### src/rtl/fp32_result_buffer.sv
// Elastic FIFO for FP32 multiplier results with first-word fall-through and sticky status flags.
// Optional 8-bit saturating error counter when FP32_RESULT_ERRCNT_EN is defined.
module fp32_result_buffer #(
  parameter int unsigned DEPTH = 4,
  parameter int unsigned CW    = $clog2(DEPTH) + 1
) (
  input  logic          clk,
  input  logic          rst,
  // Upstream (multiplier) side
  input  logic          in_valid,
  output logic          in_ready,
  input  logic [31:0]   in_res,
  input  logic          in_exception,
  input  logic          in_overflow,
  input  logic          in_underflow,
  // Downstream side
  output logic          out_valid,
  input  logic          out_ready,
  output logic [31:0]   out_res,
  output logic          out_exception,
  output logic          out_overflow,
  output logic          out_underflow,
  // Status
  output logic [CW-1:0] count,
  output logic          sticky_exc,
  output logic          sticky_ovf,
  output logic          sticky_unf,
`ifdef FP32_RESULT_ERRCNT_EN
  output logic [7:0]    err_count,
`endif
  input  logic          clear_sticky
);

  localparam int unsigned PW = $clog2(DEPTH);

  typedef struct packed {
    logic [31:0] res;
    logic        exc;
    logic        ovf;
    logic        unf;
  } entry_t;

  entry_t          mem_q [DEPTH];
  entry_t          in_entry;
  entry_t          head;

  logic [PW-1:0]   wr_ptr_q, wr_ptr_d;
  logic [PW-1:0]   rd_ptr_q, rd_ptr_d;
  logic [CW-1:0]   count_q,  count_d;
  logic            sticky_exc_q, sticky_exc_d;
  logic            sticky_ovf_q, sticky_ovf_d;
  logic            sticky_unf_q, sticky_unf_d;
  logic            push, pop;

  assign in_entry = '{res: in_res, exc: in_exception, ovf: in_overflow, unf: in_underflow};

  // Handshake flags depend on registered occupancy only.
  assign in_ready  = (count_q != CW'(DEPTH));
  assign out_valid = (count_q != '0);
  assign push      = in_valid & in_ready;
  assign pop       = out_valid & out_ready;

  assign head          = mem_q[rd_ptr_q];
  assign out_res       = head.res;
  assign out_exception = head.exc;
  assign out_overflow  = head.ovf;
  assign out_underflow = head.unf;

  assign count      = count_q;
  assign sticky_exc = sticky_exc_q;
  assign sticky_ovf = sticky_ovf_q;
  assign sticky_unf = sticky_unf_q;

  always_comb begin
    wr_ptr_d = wr_ptr_q;
    rd_ptr_d = rd_ptr_q;
    count_d  = count_q;
    // Pointers are PW bits wide, so increments wrap modulo DEPTH.
    if (push) wr_ptr_d = wr_ptr_q + PW'(1);
    if (pop)  rd_ptr_d = rd_ptr_q + PW'(1);
    case ({push, pop})
      2'b10:   count_d = count_q + CW'(1);
      2'b01:   count_d = count_q - CW'(1);
      default: count_d = count_q;
    endcase
  end

  // A flagged push in the same cycle as clear_sticky leaves the flag set.
  always_comb begin
    sticky_exc_d = (sticky_exc_q & ~clear_sticky) | (push & in_exception);
    sticky_ovf_d = (sticky_ovf_q & ~clear_sticky) | (push & in_overflow);
    sticky_unf_d = (sticky_unf_q & ~clear_sticky) | (push & in_underflow);
  end

  always_ff @(posedge clk) begin
    if (rst) begin
      wr_ptr_q     <= '0;
      rd_ptr_q     <= '0;
      count_q      <= '0;
      sticky_exc_q <= 1'b0;
      sticky_ovf_q <= 1'b0;
      sticky_unf_q <= 1'b0;
      for (int i = 0; i < int'(DEPTH); i++) begin
        mem_q[i] <= '0;
      end
    end else begin
      wr_ptr_q     <= wr_ptr_d;
      rd_ptr_q     <= rd_ptr_d;
      count_q      <= count_d;
      sticky_exc_q <= sticky_exc_d;
      sticky_ovf_q <= sticky_ovf_d;
      sticky_unf_q <= sticky_unf_d;
      if (push) mem_q[wr_ptr_q] <= in_entry;
    end
  end

`ifdef FP32_RESULT_ERRCNT_EN
  logic [7:0] err_count_q, err_count_d;
  logic       flagged_push;

  assign flagged_push = push & (in_exception | in_overflow | in_underflow);
  assign err_count    = err_count_q;

  // Clear and increment together restart the count at one.
  always_comb begin
    err_count_d = err_count_q;
    if (clear_sticky) begin
      err_count_d = flagged_push ? 8'd1 : 8'd0;
    end else if (flagged_push && (err_count_q != 8'hFF)) begin
      err_count_d = err_count_q + 8'd1;
    end
  end

  always_ff @(posedge clk) begin
    if (rst) err_count_q <= '0;
    else     err_count_q <= err_count_d;
  end
`endif

endmodule

### config.mk
export PLATFORM = sky130hd
export DESIGN_NAME = fp32_result_buffer
export DESIGN_NICKNAME = d
export VERILOG_FILES = /design/src/rtl/fp32_result_buffer.sv
export SDC_FILE = /design/constraint.sdc
export NUM_CORES = 1
export LEC_CHECK = 0
export ABC_AREA = 1
export CAP_MARGIN = 40
export CORE_MARGIN = 2
export CORE_UTILIZATION = 40
export CTS_CLUSTER_SIZE = 10
export DETAILED_ROUTE_END_ITERATION = 8
export GPL_ROUTABILITY_DRIVEN = 1
export GPL_TIMING_DRIVEN = 0
export MAX_ROUTING_LAYER = met4
export SLEW_MARGIN = 40
export SYNTH_ARGS = -nofsm -noshare
export SYNTH_HDL_FRONTEND = slang
export SYNTH_SLANG_ARGS = --single-unit
### constraint.sdc
create_clock -name clk -period 7.1 [get_ports clk]
set_input_delay 2.13 -clock clk [delete_from_list [all_inputs] [get_ports clk]]
set_output_delay 2.13 -clock clk [all_outputs]
set_load 0.005 [all_outputs]
==> impl_results.md, run 1 <==
- Status: finished, final reports clean
- Buffer and inverter count on the worst path: 3
- Asr flop ratio synth: 0
- Worst-path clk slew: around 0.060 ns
- Seq/Total Area, Yosys: 0.647
- Ys Warns: 0
- Vias in the first global route: ~5,300
- Antenna diodes: 0
- Vias: 5,001
- Gp weighted congestion: 0.773
- Final wirelength: 17,300 µm
- DPL Wire Length: approximately 12,000 µm
- Max Cap Viol: 0
- Routed WL per cell: between 15 and 20 µm
- Required time worst endpoint: 4.97 ns
- Routed Antenna Nets: 0
- EDFF count, synth: 140
- Post-CTS resize count: 0
- Setup slack, reg-to-reg: 5.03 ns
- Total CTS buffers: 17
- I/O pins: 83
- Top FF cell, synth: edfxtp_1
- Hold_buf cts: 0
- Net Count, Synth: 683
- H-tree depth: 4
- Initial drt markers: 495
- Crit Path Class: reg -> out
- Pins Over Slew Limit: 0
- Nets: 795
- Critical path data arrival time: around 2.5 ns
- Die area: ~18,000 µm²
- Setup Skew: a little over 0.007 ns
- Distinct cells, synth: 24
- LEAKAGE: between 3 and 4 nW
- RSZ-0062 raised after global routing: false
- Worst-margin pin slew: 0.626 ns
- Worst Hold Class: reg -> reg
- Commonest cells in the netlist: 147 x nor2_1, 140 x edfxtp_1, 63 x o21ai_0, 57 x inv_1
- Synth area leader: edfxtp_1
- Top cell type's share of synthesized area: 0.612
- Largest net degree at the start of global routing: 17
- First-pass GRT wire length: 27,600 µm
- Starting Density: 0.411
- Max Fanout on Critical Path: 10
- Clock latency on the worst-skew pair: 0.42 ns
- PnR worst setup slack: 2.45 ns
- # DRC: 0
- DIE HEIGHT: 135 µm
- Worst path top cell family by delay: buffers and inverters
- Area growth from synthesis to layout: 26.7%
- GRT Util Overall: 0.207
- Die Width: 135 µm
- Pwr Density: about 320 nW/µm²
- Type of origin of the critical path: flop
- Fin crit period: about 4.7 ns
- Crit path max-delay cell type: clkdlybuf4s50_1
- IO buf count: 82
- Final hold violation count: 0
- Global route overflow: 0
- DRT Pass-1 Iters: 6
- Critical path, cell by cell: inv_1 -> clkbuf_1 -> o21ai_0 -> o22ai_1 -> clkdlybuf4s50_1
- Slowest stage delay, CP: roughly 0.57 ns
- Rows: 47
- Clock sink total: 152
- Final core occ: 0.521
- Via density: a little over 5
- Cells after synthesis: approximately 640
- Initial antenna violation count: 0
- Slew margin rel.: 0.583
- CORE AREA: 16,700 µm²
- Overall power: 2.75 mW
- Most frequent cell after synthesis: nor2_1
- Synth area leaders: edfxtp_1 61%, nor2_1 8.0%, nor2_4 4.8%
- Synthesized area: 6870 µm²
- Final period util: 0.656
- Post-CTS setup buffer count: 0
- Setup violators final: 0
- CTS tree: built
- Layout cells sized above 1: 0.151
- Place WS: 2.79 ns
- Fmax: between 200 and 250 MHz
- Clock root buffer: clkbuf_16
- Register bit total from synthesis: 152
- Clock Tree Buf Depth: 2
- Worst VDD drop: around 180 µV
- Synthesized area per cell: 10.7 µm²
- Setup crit end kind: primary output
-- final timing paths --
kind / from / end / cells after the start
worst max-delay path: flop / out_res[28] / 5
worst min-delay path: sticky_exc / sticky_exc / 2
worst max register to register: count[1] / mem_q[1][16] / 6
worst min register to register: sticky_exc / sticky_exc / 2
-- layout make-up --
class	instances	area, µm²
Tap cell	220	275
Timing Repair Buffer	93	995
Sequential cell	152	4440
Fill cell	1472	8000
Clock buffer	28	497
Inverter	90	338
Buffer	38	199
Multi-Input combinational cell	361	1930
Clock inverter	4	20.0
-- placed cells by master (no fill, tap or decap) --
cell / netlist / final
nand3_1: 5 / 5
inv_1: 57 / 57
dfxtp_1: 12 / 12
nand3_4: 1 / 1
buf_8: 0 / 9
clkbuf_16: 0 / 17
o21ai_4: 0 / 4
buf_6: 0 / 1
nor2_2: 2 / 2
nand4_4: 1 / 1
nand2_4: 1 / 1
nand2_1: 17 / 17
buf_2: 6 / 6
fa_1: 1 / 1
clkbuf_8: 0 / 3
nor2_1: 147 / 147
or2_2: 1 / 1
o21ai_1: 17 / 17
buf_12: 3 / 3
inv_2: 33 / 33
o22ai_1: 35 / 35
clkinv_2: 0 / 4
edfxtp_1: 140 / 140
clkdlybuf4s50_1: 0 / 82
buf_1: 3 / 3
o21ai_0: 63 / 59
ha_1: 1 / 1
a21oi_1: 5 / 5
nor3_1: 35 / 35
clkbuf_1: 26 / 34
buf_16: 0 / 1
nor2_4: 29 / 29
-- through the flow --
stage | instances | hold slack, ns | instance area (µm²) | setup TNS, ns
after detailed placement | 954 | 0.453 | 8180 | 0
after global placement | 943 | 0.459 | 7970 | -119.85
after CTS | 986 | 0.477 | 8700 | 0
after floorplan | 641 | 0.457 | 6870 | 0
after global routing | 986 | 0.507 | 8700 | 0
final | 986 | 0.473 | 8700 | 0
-- worst reg2reg max path, delay by kind of cell, from the launching register on --
family          cells  cell delay, ns
flops               1            0.39
compound gates      1            0.58
simple gates        3            0.42
buf+inv             2            0.39
-- kinds of logic after synthesis --
group           count (synthesis)  share of synthesized area
fa+ha+maj                       2                    0.00474
compound gates                120                     0.0938
flops                         152                      0.647
buf+inv                       128                     0.0781
simple gates                  239                      0.176
-- state kept, by name (all words and copies together) (netlist names), named ones only --
register,count
sticky_unf,1
mem_q,140
count,3
rd_ptr_q,2
sticky_ovf,1
sticky_exc,1
wr_ptr_q,2
-- routing by layer --
metal	vias up	GRT usage	wire length, µm
li1	2386	-	-
met1	2477	0.256	7630
met2	120	0.350	8740
met3	18	0.0360	657
met4	0	0.0637	231
met5	-	-	0
-- power by group --
group / leakage [nW] / switching [mW] / total, mW / internal [mW]
combinational: 1.42 / 0.469 / 0.831 / 0.362
sequential: 1.56 / 0.0352 / 1.12 / 1.08
clock: 0.256 / 0.327 / 0.799 / 0.472
total: 3.23 / 0.831 / 2.75 / 1.92
(Power assumes the default switching activity.)
==> run 2: changes to the inputs <==
Clock period 7.1 ns to 4.7 ns, I/O delays scaled along.
==> run 2 against run 1 <==
Against the previous run:
- die area unchanged
- sequential share of layout area down 0.31 points
- global-route usage down 0.057 points
- worst setup slack worse by 1.6 ns
- wire length up 0.26%
- register-to-register slack worse by 2.4 ns
- largest cell class unchanged
- via count down 0.64%
- first-iteration DRC count down 17%
- combinational power up 52%
- cell count down 0.30%
- worst hold slack worse by 0.0067 ns
- sequential power up 51%
- largest power group unchanged
==> impl_results.md, run 2 (synthesized netlist as in run 1, its figures left out) <==
- Crit path max-delay cell type: clkdlybuf4s50_1
- Buffer and inverter count on the worst path: 3
- Largest register FFs: 140
- LEAKAGE: 3.24 nW
- Largest net degree at the start of global routing: 17
- Post-CTS resize count: 0
- Worst Hold Class: reg -> reg
- Area growth from synthesis to layout: 27.4%
- Worst Setup EP: out_res[18]
- Routed WL per cell: 17.6 µm
- Post-CTS setup buffer count: 0
- Type of origin of the critical path: flop
- Final wirelength: 17,300 µm
- Rows: 47
- Commonest non-fill, non-tap cell in the layout: nor2_1
- Commonest non-fill, non-tap cells in the layout: 147 x nor2_1, 140 x edfxtp_1, 82 x clkdlybuf4s50_1
- Antenna diodes: 0
- Switching share of power: 0.303
- IO buf count: 82
- DIE HEIGHT: 135 µm
- Critical path data arrival time: 2.48 ns
- H-tree depth: 4
- R2r endpoint: count[2]
- Worst path top cell family by delay: buffers and inverters
- Reg with most FFs: mem_q
- Routed Antenna Nets: 0
- Total CTS buffers: 17
- I/O pins: 83
- Gp weighted congestion: 0.772
- Max Fanout on Critical Path: 10
- Vias in the first global route: 5,214
- Clock root buffer: clkbuf_16
- FF+latch area: 4440 µm²
- RSZ-0062 raised after global routing: false
- # DRC: 0
- Required time worst endpoint: 3.29 ns
- Initial antenna violation count: 0
- Cell-internal power: between 3 and 4 mW
- Filler instances: 1,483
- Sw Pwr: 1.31 mW
- Nets: roughly 800
- Combinational Power Share: 0.291
- Die Width: 135 µm
- Max Cap Viol: 0
- Fin crit period: 3.89 ns
- DPL Wire Length: 11,400 µm
- First-pass GRT wire length: 27,300 µm
- Worst-margin pin slew: approximately 0.62 ns
- HP Start: sticky_exc
- Pwr Density: around 490 nW/µm²
- Critical path, cell by cell: inv_1 -> clkbuf_1 -> o21ai_0 -> o22ai_1 -> clkdlybuf4s50_1
- Slowest stage delay, CP: 0.55 ns
- Fmax: 257 MHz
- Clock latency on the worst-skew pair: approximately 0.43 ns
- Status: finished, final reports clean
- Worst hold slack: 0.466 ns
- Clock Tree Buf Depth: 2
- Setup violators final: 0
- Setup slack, reg-to-reg: 2.65 ns
- Die area: 18,200 µm²
- Layout cells sized above 1: 0.156
- Place WS: 1.25 ns
- Final hold violation count: 0
- Clock Power Share: 0.317
- Worst VDD drop: around 290 µV
- Initial drt markers: 410
- Setup Skew: 0.00388 ns
- Pins Over Slew Limit: 0
- Reg2reg start: count[0]
- GRT Util Overall: 0.207
- Starting Density: 0.411
- R2R depth: 12
- Worst-path clk slew: 0.06 ns
- Vias: 4,969
- Via density: 5.05
- Clock sink total: approximately 150
- Crit Path Class: reg -> out
- DRT Pass-1 Iters: 5
- CORE AREA: ~17,000 µm²
- Slew margin rel.: 0.584
- Critical path depth: 5
- Sequential Power Share: 0.391
- Footprint of the multi-input gates: about 1900 µm²
- Final period util: 0.828
- PnR worst setup slack: around 0.8 ns
- Setup crit end kind: primary output
- Global route overflow: 0
- Hold_buf cts: 0
- CTS tree: built
## run 2: worst min path at each step
stage | end | slack, ns | depth (start not counted)
6_report | sticky_exc | 0.47 | 2
3_5_place_dp | sticky_unf | 0.45 | 2
4_1_cts | sticky_unf | 0.47 | 2
3_3_place_gp | sticky_exc | 0.46 | 2
5_1_grt | sticky_unf | 0.49 | 2
2_1_floorplan | sticky_exc | 0.46 | 2
## run 2: worst register-to-register path, stage by stage, from the launching register on
cell and delay (ns):
dfxtp_1 0.33, nor2_2 0.18, nand2_4 0.10, nand2_1 0.29, ha_1 0.23, inv_1 0.06
fa_1 0.39, inv_1 0.07, nand2_1 0.05, nand3_1 0.09, nand2_1 0.06, nand2_1 0.06
nor2_1 0.04
## run 2: layer usage
layer / track usage / vias to the layer above / share of wire
met5: - / - / 0
li1: - / 2385 / -
met2: 0.331 / 142 / 0.48
met1: 0.263 / 2416 / 0.45
met3: 0.0390 / 26 / 0.045
met4: 0.0787 / 0 / 0.019
## run 2: layout make-up
class	count	area share
buffer	38	0.0227
clock buffer	18	0.0490
clock inverter	14	0.0180
inverter	90	0.0386
multi-input combinational	361	0.221
sequential	152	0.508
tap	220	0.0314
timing repair buffer	90	0.112
## run 2: stage by stage
stage | utilization | cell area, µm² | setup TNS [ns] | instances | power [mW]
final | 0.524 | 8750 | 0 | 983 | 4.32
after global routing | 0.524 | 8750 | 0 | 983 | 4.52
after CTS | 0.524 | 8750 | 0 | 983 | 4.34
after detailed placement | 0.489 | 8170 | 0 | 951 | 2.98
after global placement | 0.477 | 7970 | -290.72 | 943 | 2.93
after floorplan | - | 6870 | 0 | 641 | 2.32
## run 2: power groups by stage
stage | sequential, mW | combinational (mW) | clock, mW
2_1_floorplan | 1.71 | 0.612 | 0
3_3_place_gp | 1.73 | 1.21 | 0
3_5_place_dp | 1.72 | 1.27 | 0
4_1_cts | 1.69 | 1.27 | 1.37
5_1_grt | 1.70 | 1.38 | 1.43
6_report | 1.69 | 1.26 | 1.37
==> run 3: changes to the inputs <==
Clock period 4.7 ns to 3.9 ns, I/O delays scaled along.
==> results of run 3 <==
The final DEF is identical to that of run 2. Status: finished, final reports clean.
Among the figures that moved: setup slack after placement 1.25 ns -> 0.692 ns; setup slack after layout 0.807 ns -> 0.247 ns; register-to-register setup slack 2.65 ns -> 1.85 ns; total power 4.32 mW -> 5.20 mW; worst IR drop on VDD 289 µV -> 348 µV
